**src/rtl/systolic_result_collector_pkg.sv**
```systemverilog
// Shared sizing and state encoding for the systolic array drain path.
// The array controller imports the same state encoding.
package systolic_result_collector_pkg;

  localparam int N   = 32;
  localparam int DIM = 5;

  typedef enum logic [1:0] {
    IDLE    = 2'b00,
    CAPTURE = 2'b01,
    OUTPUT  = 2'b10
  } state_t;

endpackage

```
**src/rtl/systolic_result_collector_row_counter.sv**
```systemverilog
// Row index for capture and output. Single cycle; clr and load_zero win over enable.
// Saturates at MAX so the index can never run past the last buffer row.
module collector_row_counter #(
  parameter logic [2:0] MAX = 3'(systolic_result_collector_pkg::DIM - 1)
) (
  input  logic       clk,
  input  logic       clr,
  input  logic       en,
  input  logic       load_zero,
  output logic [2:0] cnt
);

  always_ff @(posedge clk) begin
    if (clr || load_zero) begin
      cnt <= 3'd0;
    end else if (en && (cnt != MAX)) begin
      cnt <= cnt + 3'd1;
    end
  end

endmodule

```
**src/rtl/systolic_result_collector.sv**
```systemverilog
// Captures DIM bottom-row words (last row first) then presents rows 0..DIM-1 with valid/ready.
// First row valid the edge after the last capture; rows hold stable while res_ready is low.
module systolic_result_collector #(
  parameter int N   = systolic_result_collector_pkg::N,
  parameter int DIM = systolic_result_collector_pkg::DIM
) (
  input  logic         clk,
  input  logic         clr,
  input  logic         drain_start,
  input  logic [N-1:0] col_in0,
  input  logic [N-1:0] col_in1,
  input  logic [N-1:0] col_in2,
  input  logic [N-1:0] col_in3,
  input  logic [N-1:0] col_in4,
  output logic         res_valid,
  input  logic         res_ready,
  output logic [2:0]   res_row,
  output logic [N-1:0] res0,
  output logic [N-1:0] res1,
  output logic [N-1:0] res2,
  output logic [N-1:0] res3,
  output logic [N-1:0] res4,
  output logic         busy,
  output logic         overrun
);

  import systolic_result_collector_pkg::*;

  localparam logic [2:0] LAST = 3'(DIM - 1);

  state_t       state;
  logic [2:0]   cnt;
  logic [2:0]   nxt;
  logic         hs;
  logic         last_hs;
  logic         cnt_en;
  logic         cnt_zero;
  logic [N-1:0] col_w   [5];
  logic [N-1:0] res_q   [5];
  logic [N-1:0] row_buf [DIM][5];

  assign col_w[0] = col_in0;
  assign col_w[1] = col_in1;
  assign col_w[2] = col_in2;
  assign col_w[3] = col_in3;
  assign col_w[4] = col_in4;

  assign res0 = res_q[0];
  assign res1 = res_q[1];
  assign res2 = res_q[2];
  assign res3 = res_q[3];
  assign res4 = res_q[4];

  assign hs      = (state == OUTPUT) && res_ready;
  assign last_hs = hs && (cnt == LAST);
  assign nxt     = cnt + 3'd1;

  // The same counter walks capture rows and then output rows; it is zeroed at each phase change.
  assign cnt_en   = ((state == CAPTURE) || hs) && (cnt != LAST);
  assign cnt_zero = (state == IDLE) || ((state == CAPTURE) && (cnt == LAST)) || last_hs;

  collector_row_counter #(.MAX(LAST)) u_row_counter (
    .clk       (clk),
    .clr       (clr),
    .en        (cnt_en),
    .load_zero (cnt_zero),
    .cnt       (cnt)
  );

  always_ff @(posedge clk) begin
    if (!clr && (state == CAPTURE)) begin
      for (int j = 0; j < 5; j++) begin
        row_buf[LAST - cnt][j] <= col_w[j];
      end
    end
  end

  always_ff @(posedge clk) begin
    if (clr) begin
      state     <= IDLE;
      res_valid <= 1'b0;
      res_row   <= 3'd0;
      busy      <= 1'b0;
      overrun   <= 1'b0;
      for (int j = 0; j < 5; j++) begin
        res_q[j] <= '0;
      end
    end else begin
      case (state)
        IDLE: begin
          if (drain_start) begin
            state <= CAPTURE;
            busy  <= 1'b1;
          end
        end
        CAPTURE: begin
          if (drain_start) begin
            overrun <= 1'b1;
          end
          // Row 0 arrives on the final capture edge, so it goes straight to the lanes.
          if (cnt == LAST) begin
            state     <= OUTPUT;
            res_valid <= 1'b1;
            res_row   <= 3'd0;
            res_q     <= col_w;
          end
        end
        OUTPUT: begin
          if (drain_start && !last_hs) begin
            overrun <= 1'b1;
          end
          if (last_hs) begin
            res_valid <= 1'b0;
            if (drain_start) begin
              state <= CAPTURE;
            end else begin
              state <= IDLE;
              busy  <= 1'b0;
            end
          end else if (hs) begin
            res_row <= nxt;
            res_q   <= row_buf[nxt];
          end
        end
        default: begin
          state     <= IDLE;
          res_valid <= 1'b0;
          busy      <= 1'b0;
        end
      endcase
    end
  end

endmodule

```
**config.mk**
```make
export PLATFORM = sky130hd
export DESIGN_NAME = systolic_result_collector
export DESIGN_NICKNAME = d
export VERILOG_FILES = /design/src/rtl/systolic_result_collector_pkg.sv /design/src/rtl/systolic_result_collector_row_counter.sv /design/src/rtl/systolic_result_collector.sv
export SDC_FILE = /design/constraint.sdc
export NUM_CORES = 1
export LEC_CHECK = 0
export CAP_MARGIN = 20
export CORE_UTILIZATION = 50
export DETAILED_ROUTE_END_ITERATION = 10
export PLACE_DENSITY = 0.71
export RECOVER_POWER = 50
export SLEW_MARGIN = 10
export SYNTH_ARGS = -nofsm -noshare
export SYNTH_HDL_FRONTEND = slang
export SYNTH_HIERARCHICAL = 1
export SYNTH_SLANG_ARGS = --single-unit
```
**constraint.sdc**
```tcl
create_clock -name clk -period 38.6 [get_ports clk]
set_input_delay 7.72 -clock clk [delete_from_list [all_inputs] [get_ports clk]]
set_output_delay 7.72 -clock clk [all_outputs]
set_load 0.01 [all_outputs]
```
==> results of run 1 <==
-- cell families after synthesis --
group	Yosys count
AOI/OAI and AO/OA	338
DFF	971
xor gates and xnor gates	1
and+or+nand+nor	519
buffers and inverters	153
adders and majority gates	9
muxes	163
-- layout make-up --
class,count,area share [%]
Sequential cell,971,62.39
Multi-Input combinational cell,1030,19.42
Timing Repair Buffer,360,8.039
Clock buffer,132,6.216
Tap cell,959,2.727
Clock inverter,49,1.069
Antenna cell,15,0.08531
Inverter,7,0.05972
-- worst max-delay path by stage --
stage                     startpoint        endpoint  slack, ns  depth (start not counted)
after floorplan                  clr   row_buf[4][0]      13.11                          3
after global placement     res_ready        res3[19]      27.50                          7
after detailed placement   res_ready        res3[26]      27.39                          7
after CTS                  res_ready        res3[26]      28.07                          7
after global routing             clr  row_buf[1][55]      21.86                          3
final                            clr  row_buf[1][55]      22.37                          3
-- where the power goes --
part | switching [mW] | internal [mW] | leakage (nW)
logic | 0.252 | 0.198 | 3.13
registers | 0.0409 | 1.21 | 8.60
clock network | 0.389 | 0.551 | 1.59
total | 0.682 | 1.96 | 13.3
-- metrics by stage --
| stage | hold slack, ns | std cells | instance area [sq um] | util [%] |
|---|---|---|---|---|
| floorplan | 0.4761 | 2154 | 36800 | - |
| global placement | 0.4624 | 3326 | 40820 | 56.04 |
| detailed placement | 0.4661 | 3326 | 40820 | 56.04 |
| CTS | 0.4848 | 3507 | 44020 | 60.44 |
| global route | 0.5212 | 3519 | 43990 | 60.40 |
| finish | 0.4816 | 3523 | 44000 | 60.41 |
-- sequential cells by signal, indices dropped and copies added (netlist names) --
register and cells:
row_buf 800, res0 32, res1 32, res2 32, res3 32, res4 32, res_row 3, u_row_counter/cnt 3
state 2, busy 1, overrun 1, res_valid 1
-- layout by cell type (no fill, tap or decap), types with 9 or more instances in the layout --
master and instances:
edfxtp_1 800, nand2_1 328, dfxtp_1 170, clkdlybuf4s50_1 167
nor2_1 166, o21ai_0 162, dlygate4sd3_1 161, mux4_2 160
clkbuf_16 102, a311oi_1 101, a311oi_2 59, clkbuf_1 28
clkinv_2 28, buf_4 25, diode_2 15, a21oi_1 9
-- metal layers --
metal	wire, um	track usage, %
met5	208	0
met4	1983	7.483
met3	6257	4.719
met2	41820	37.42
met1	35890	31.60
-- worst min-delay path: stages (launching register included) --
cell and delay, ns:
dfxtp_1 0.33, a21oi_1 0.04, nor2_1 0.07
==> impl_metrics.env, run 1 <==
export IMPL_nets=2640
export IMPL_fillCellCount=5343
export IMPL_power_density_nw_per_um2=60.01
export IMPL_multiInputGateArea_sq_um=8543
export IMPL_syn_area_sq_um=36800
export IMPL_min_delay_path_depth=2
export IMPL_arrival_ns=16.24
export IMPL_grt_total_usage_pct=23.14
export IMPL_synthTopCellsByCount="800 x edfxtp_1, 328 x nand2_1, 171 x dfxtp_1"
export IMPL_slew_violations=368
export IMPL_synth_seq_cells=971
export IMPL_place_congestion=0.7485
export IMPL_cts_tree="yes"
export IMPL_yosysMostFrequentCell="edfxtp_1"
export IMPL_synth_ff_type="edfxtp_1"
export IMPL_timing_final_crit_share_pct=42.05
export IMPL_syn_avg_cell_area_sq_um=17.09
export IMPL_dp_slack_ns=27.39
export IMPL_fp_dieH_um=273.3
export IMPL_irDropWorstVdd_mv=0.04269
export IMPL_cts_hold_buf=0
export IMPL_crit_chain="clkbuf_1, nor4_1, clkbuf_1"
export IMPL_die_w_um=273.3
export IMPL_setup_slack_ns=22.37
export IMPL_seq_area_sq_um=27450
export IMPL_synth_mux_area_share_pct=9.900
export IMPL_grt_pass1_wl_um=130400
export IMPL_cts_sinks=971
export IMPL_yosysTopAreaCell="edfxtp_1"
export IMPL_cts_setup_buffers=0
export IMPL_startpoint_type="input port"
export IMPL_max_slew_worst_pin_slew_ns=7.876
export IMPL_drt_iter0_drc=1649
export IMPL_rsz0062_at_grt="false"
export IMPL_die_area_sq_um=74700
export IMPL_synth_nets=2327
export IMPL_clkLatencyLatePin_ns=0.65
export IMPL_min_path_type="reg -> reg"
export IMPL_yosys_area_share_simple_pct=5.552
export IMPL_antenna_found_initial=32
export IMPL_synth_top_cell_area_share_pct=65.27
export IMPL_hold_path_end="overrun"
export IMPL_vias=20970
export IMPL_status="finished, violations left"
export IMPL_ys_types=41
export IMPL_area_growth_pct=19.55
export IMPL_critPathCaptureType="flip-flop"
export IMPL_overflow=0
export IMPL_cpPeakStageDelay_ns=5.43
export IMPL_finalSetupViolations=0
export IMPL_fin_setup_tns_ns=0
export IMPL_synth_edf_count=800
export IMPL_crit_buf_inv=2
export IMPL_synth_compound_area_share_pct=7.319
export IMPL_fin_crit_ns=16.23
export IMPL_worstReg2RegEnd="row_buf[1][55]"
export IMPL_grt_start_max_net_pins=116
export IMPL_drt_pass1_iter_count=5
export IMPL_crit_required_ns=38.61
export IMPL_wl_per_cell_um=24.46
export IMPL_fp_row_count=99
export IMPL_portBuffers=329
export IMPL_cts_made_buffers=97
export IMPL_synth_xor_area_share_pct=0.02380
export IMPL_violations="capacitance limit, slew limit"
export IMPL_drv_cap=5
export IMPL_grt_pass1_vias=21830
export IMPL_crit_top_cell="clkbuf_1"
export IMPL_ant_nets=0
export IMPL_layout_drive_gt1_share_pct=16.12
export IMPL_drc=0
export IMPL_min_from="overrun"
export IMPL_reg2reg_depth=4
export IMPL_power_mw=2.641
export IMPL_clock_path_buffers=3
export IMPL_clk_pin_slew_worst_paths_ns=0.06
export IMPL_clockRootBuffer="clkbuf_16"
export IMPL_max_freq_mhz=61.61
export IMPL_crit_slowest_cell="clkbuf_1"
export IMPL_relSlewSlack_pct=-425.1
export IMPL_ios=330
export IMPL_path_max_fanout=110
export IMPL_cpLargestDelayFamily="buffers and inverters"
export IMPL_synth_cells=2154
export IMPL_path_class="in -> reg"
export IMPL_wl_um=86160
export IMPL_async_flop_share_pct=0
export IMPL_dp_hpwl_um=45460
export IMPL_rrSetupSlack_ns=30.23
export IMPL_core_sq_um=72830
export IMPL_via_per_inst=5.952
export IMPL_cts_htree_levels=3
export IMPL_p_leak_nw=13.32
export IMPL_final_hold_viol_count=0
export IMPL_cts_resized=0
export IMPL_synth_top_family_by_area="multiplexers"
export IMPL_fin_skew_ns=0.02254
export IMPL_synth_seq_area_share_pct=74.57
export IMPL_ys_top_cells_by_area="edfxtp_1 65%, mux4_2 9.8%, dfxtp_1 9.3%"
export IMPL_r2r_start="u_row_counter/cnt[0]"
export IMPL_ys_warn_count=6
export IMPL_synth_fa_ha_area_share_pct=0.3060
export IMPL_initial_core_util_pct=50.53
Power figures use the tool's default switching activity.
==> inputs of run 2 (changes only) <==
==> constraint.sdc (replaced) <==
create_clock -name clk -period 15.1 [get_ports clk]
set_input_delay 3.02 -clock clk [delete_from_list [all_inputs] [get_ports clk]]
set_output_delay 3.02 -clock clk [all_outputs]
set_load 0.01 [all_outputs]
==> run 2 against run 1 <==
  * The run still ends with capacitance limit, slew limit left
  * First-iteration DRC count grew 13%
  * Clock power grew to 2.6 times the previous value
  * Critical path depth grew 1
  * Setup slack lost 16 ns
  * Hold slack lost 0.017 ns
  * Sequential share of layout area shrank 0.22 points
  * Design area grew 0.36%
  * Combinational power grew to 2.6 times the previous value
  * Sequential cell count is the same
  * Power grew to 2.6 times the previous value
  * Largest cell class unchanged
  * Via count shrank 0.73%
  * Sequential power grew to 2.6 times the previous value
==> impl_metrics.env, run 2 (synthesis gave the netlist of run 1 again) <==
export IMPL_cpPeakStageDelay_ns=2.26
export IMPL_grt_use_met1_pct=31.81
export IMPL_power_mw=6.834
export IMPL_slew_violations=158
export IMPL_wl_per_cell_um=24.86
export IMPL_layout_drive_gt1_share_pct=16.22
export IMPL_final_hold_viol_count=0
export IMPL_met2_usage_pct=38.53
export IMPL_grtUsageMet3_pct=5.447
export IMPL_ios=330
export IMPL_clockRootBuffer="clkbuf_16"
export IMPL_clk_pin_slew_worst_paths_ns=0.06
export IMPL_portBuffers=329
export IMPL_antenna_found_initial=27
export IMPL_fp_row_count=99
export IMPL_path_class="in -> reg"
export IMPL_via_per_inst=5.906
export IMPL_crit_slowest_cell="clkbuf_1"
export IMPL_grt_total_usage_pct=23.62
export IMPL_finalSetupViolations=0
export IMPL_drc=0
export IMPL_dp_hpwl_um=45130
export IMPL_cts_setup_buffers=0
export IMPL_grt_start_max_net_pins=132
export IMPL_overflow=0
export IMPL_top_register="row_buf"
export IMPL_cts_hold_buf=0
export IMPL_crit_required_ns=15.36
export IMPL_crit_chain="clkbuf_1, nor4b_1, clkbuf_1, buf_12"
export IMPL_cts_htree_levels=3
export IMPL_area_growth_pct=19.98
export IMPL_drt_pass1_iter_count=6
export IMPL_die_w_um=273.3
export IMPL_p_leak_nw=13.38
export IMPL_fp_dieH_um=273.3
export IMPL_stdcell_area_sq_um=44160
export IMPL_largest_reg_flops=800
export IMPL_layout_commonest_cell="edfxtp_1"
export IMPL_cts_resized=0
export IMPL_fin_util_pct=60.63
export IMPL_place_congestion=0.7528
export IMPL_cts_sinks=971
export IMPL_fin_skew_ns=0.01961
export IMPL_final_cell_mix="800 x edfxtp_1, 328 x nand2_1, 170 x dfxtp_1"
export IMPL_die_area_sq_um=74700
export IMPL_arrival_ns=8.62
export IMPL_clock_path_buffers=3
export IMPL_fin_crit_ns=8.363
export IMPL_fin_setup_tns_ns=0
export IMPL_grt_pass1_vias=21700
export IMPL_fin_cells=3525
export IMPL_critPathCaptureType="flip-flop"
export IMPL_status="finished, violations left"
export IMPL_nets=2639
export IMPL_core_sq_um=72830
export IMPL_crit_top_cell="clkbuf_1"
export IMPL_irDropWorstVdd_mv=0.09008
export IMPL_timing_final_crit_share_pct=55.39
export IMPL_rsz0062_at_grt="false"
export IMPL_max_freq_mhz=119.6
export IMPL_grt_pass1_wl_um=132000
export IMPL_drv_cap=3
export IMPL_min_path_type="reg -> reg"
export IMPL_clkLatencyLatePin_ns=0.64
export IMPL_vias=20820
export IMPL_crit_buf_inv=3
export IMPL_relSlewSlack_pct=-196.0
export IMPL_drt_iter0_drc=1857
export IMPL_ant_nets=0
export IMPL_gr_max_usage_layer="met2"
export IMPL_path_max_fanout=101
export IMPL_startpoint_type="input port"
export IMPL_max_slew_worst_pin_slew_ns=4.440
export IMPL_power_density_nw_per_um2=154.8
export IMPL_cts_made_buffers=98
export IMPL_placed_cells=3325
export IMPL_placed_area_sq_um=40850
export IMPL_cpLargestDelayFamily="buffers and inverters"
export IMPL_cts_tree="yes"
export IMPL_wl_um=87630
export IMPL_initial_core_util_pct=50.53
export IMPL_violations="capacitance limit, slew limit"
==> run 2: worst reg2reg max path, delay by kind of cell (launching register included) <==
| kind | cells | cell delay [ns] |
|---|---|---|
| fa+ha+maj | 2 | 0.55 |
| simple gates | 1 | 0.46 |
| flops | 1 | 0.86 |
| buf+inv | 3 | 3.15 |
==> run 2: where the power goes <==
group	switching, mW	internal [mW]
clock network	1.01	1.47
registers	0.0989	3.09
logic	0.657	0.507
==> run 2: per-stage QoR <==
step / setup slack [ns] / hold slack (ns)
floorplan: -4.441 / 0.4761
global placement: 8.824 / 0.4501
detailed placement: 8.788 / 0.4608
CTS: 9.463 / 0.4694
global route: 6.493 / 0.5225
finish: 6.737 / 0.4644
==> run 2: layout make-up <==
cell class                      count  area (sq um)
Multi-Input combinational cell   1030          8542
Clock inverter                     59         645.6
Sequential cell                   971         27450
Clock buffer                      127          2703
Timing Repair Buffer              358          3556
Inverter                            7         26.28
Fill cell                        5326         28680
Antenna cell                       14         35.03
Tap cell                          959          1200
==> run 2: layer usage <==
metal	routed length, um	vias up
li1	-	9087
met5	165	-
met2	42870	689
met3	6251	147
met1	36570	10870
met4	1775	24
==> run 2: path summary, 6_finish.rpt <==
kind	start	endpoint	slack [ns]	cells past startpoint
setup / recovery	clr	row_buf[4][34]	6.74	4
hold / removal	res_row[2]	res_row[2]	0.46	2
setup reg to reg	u_row_counter/cnt[0]	row_buf[4][34]	9.63	6
hold reg to reg	res_row[2]	res_row[2]	0.46	2
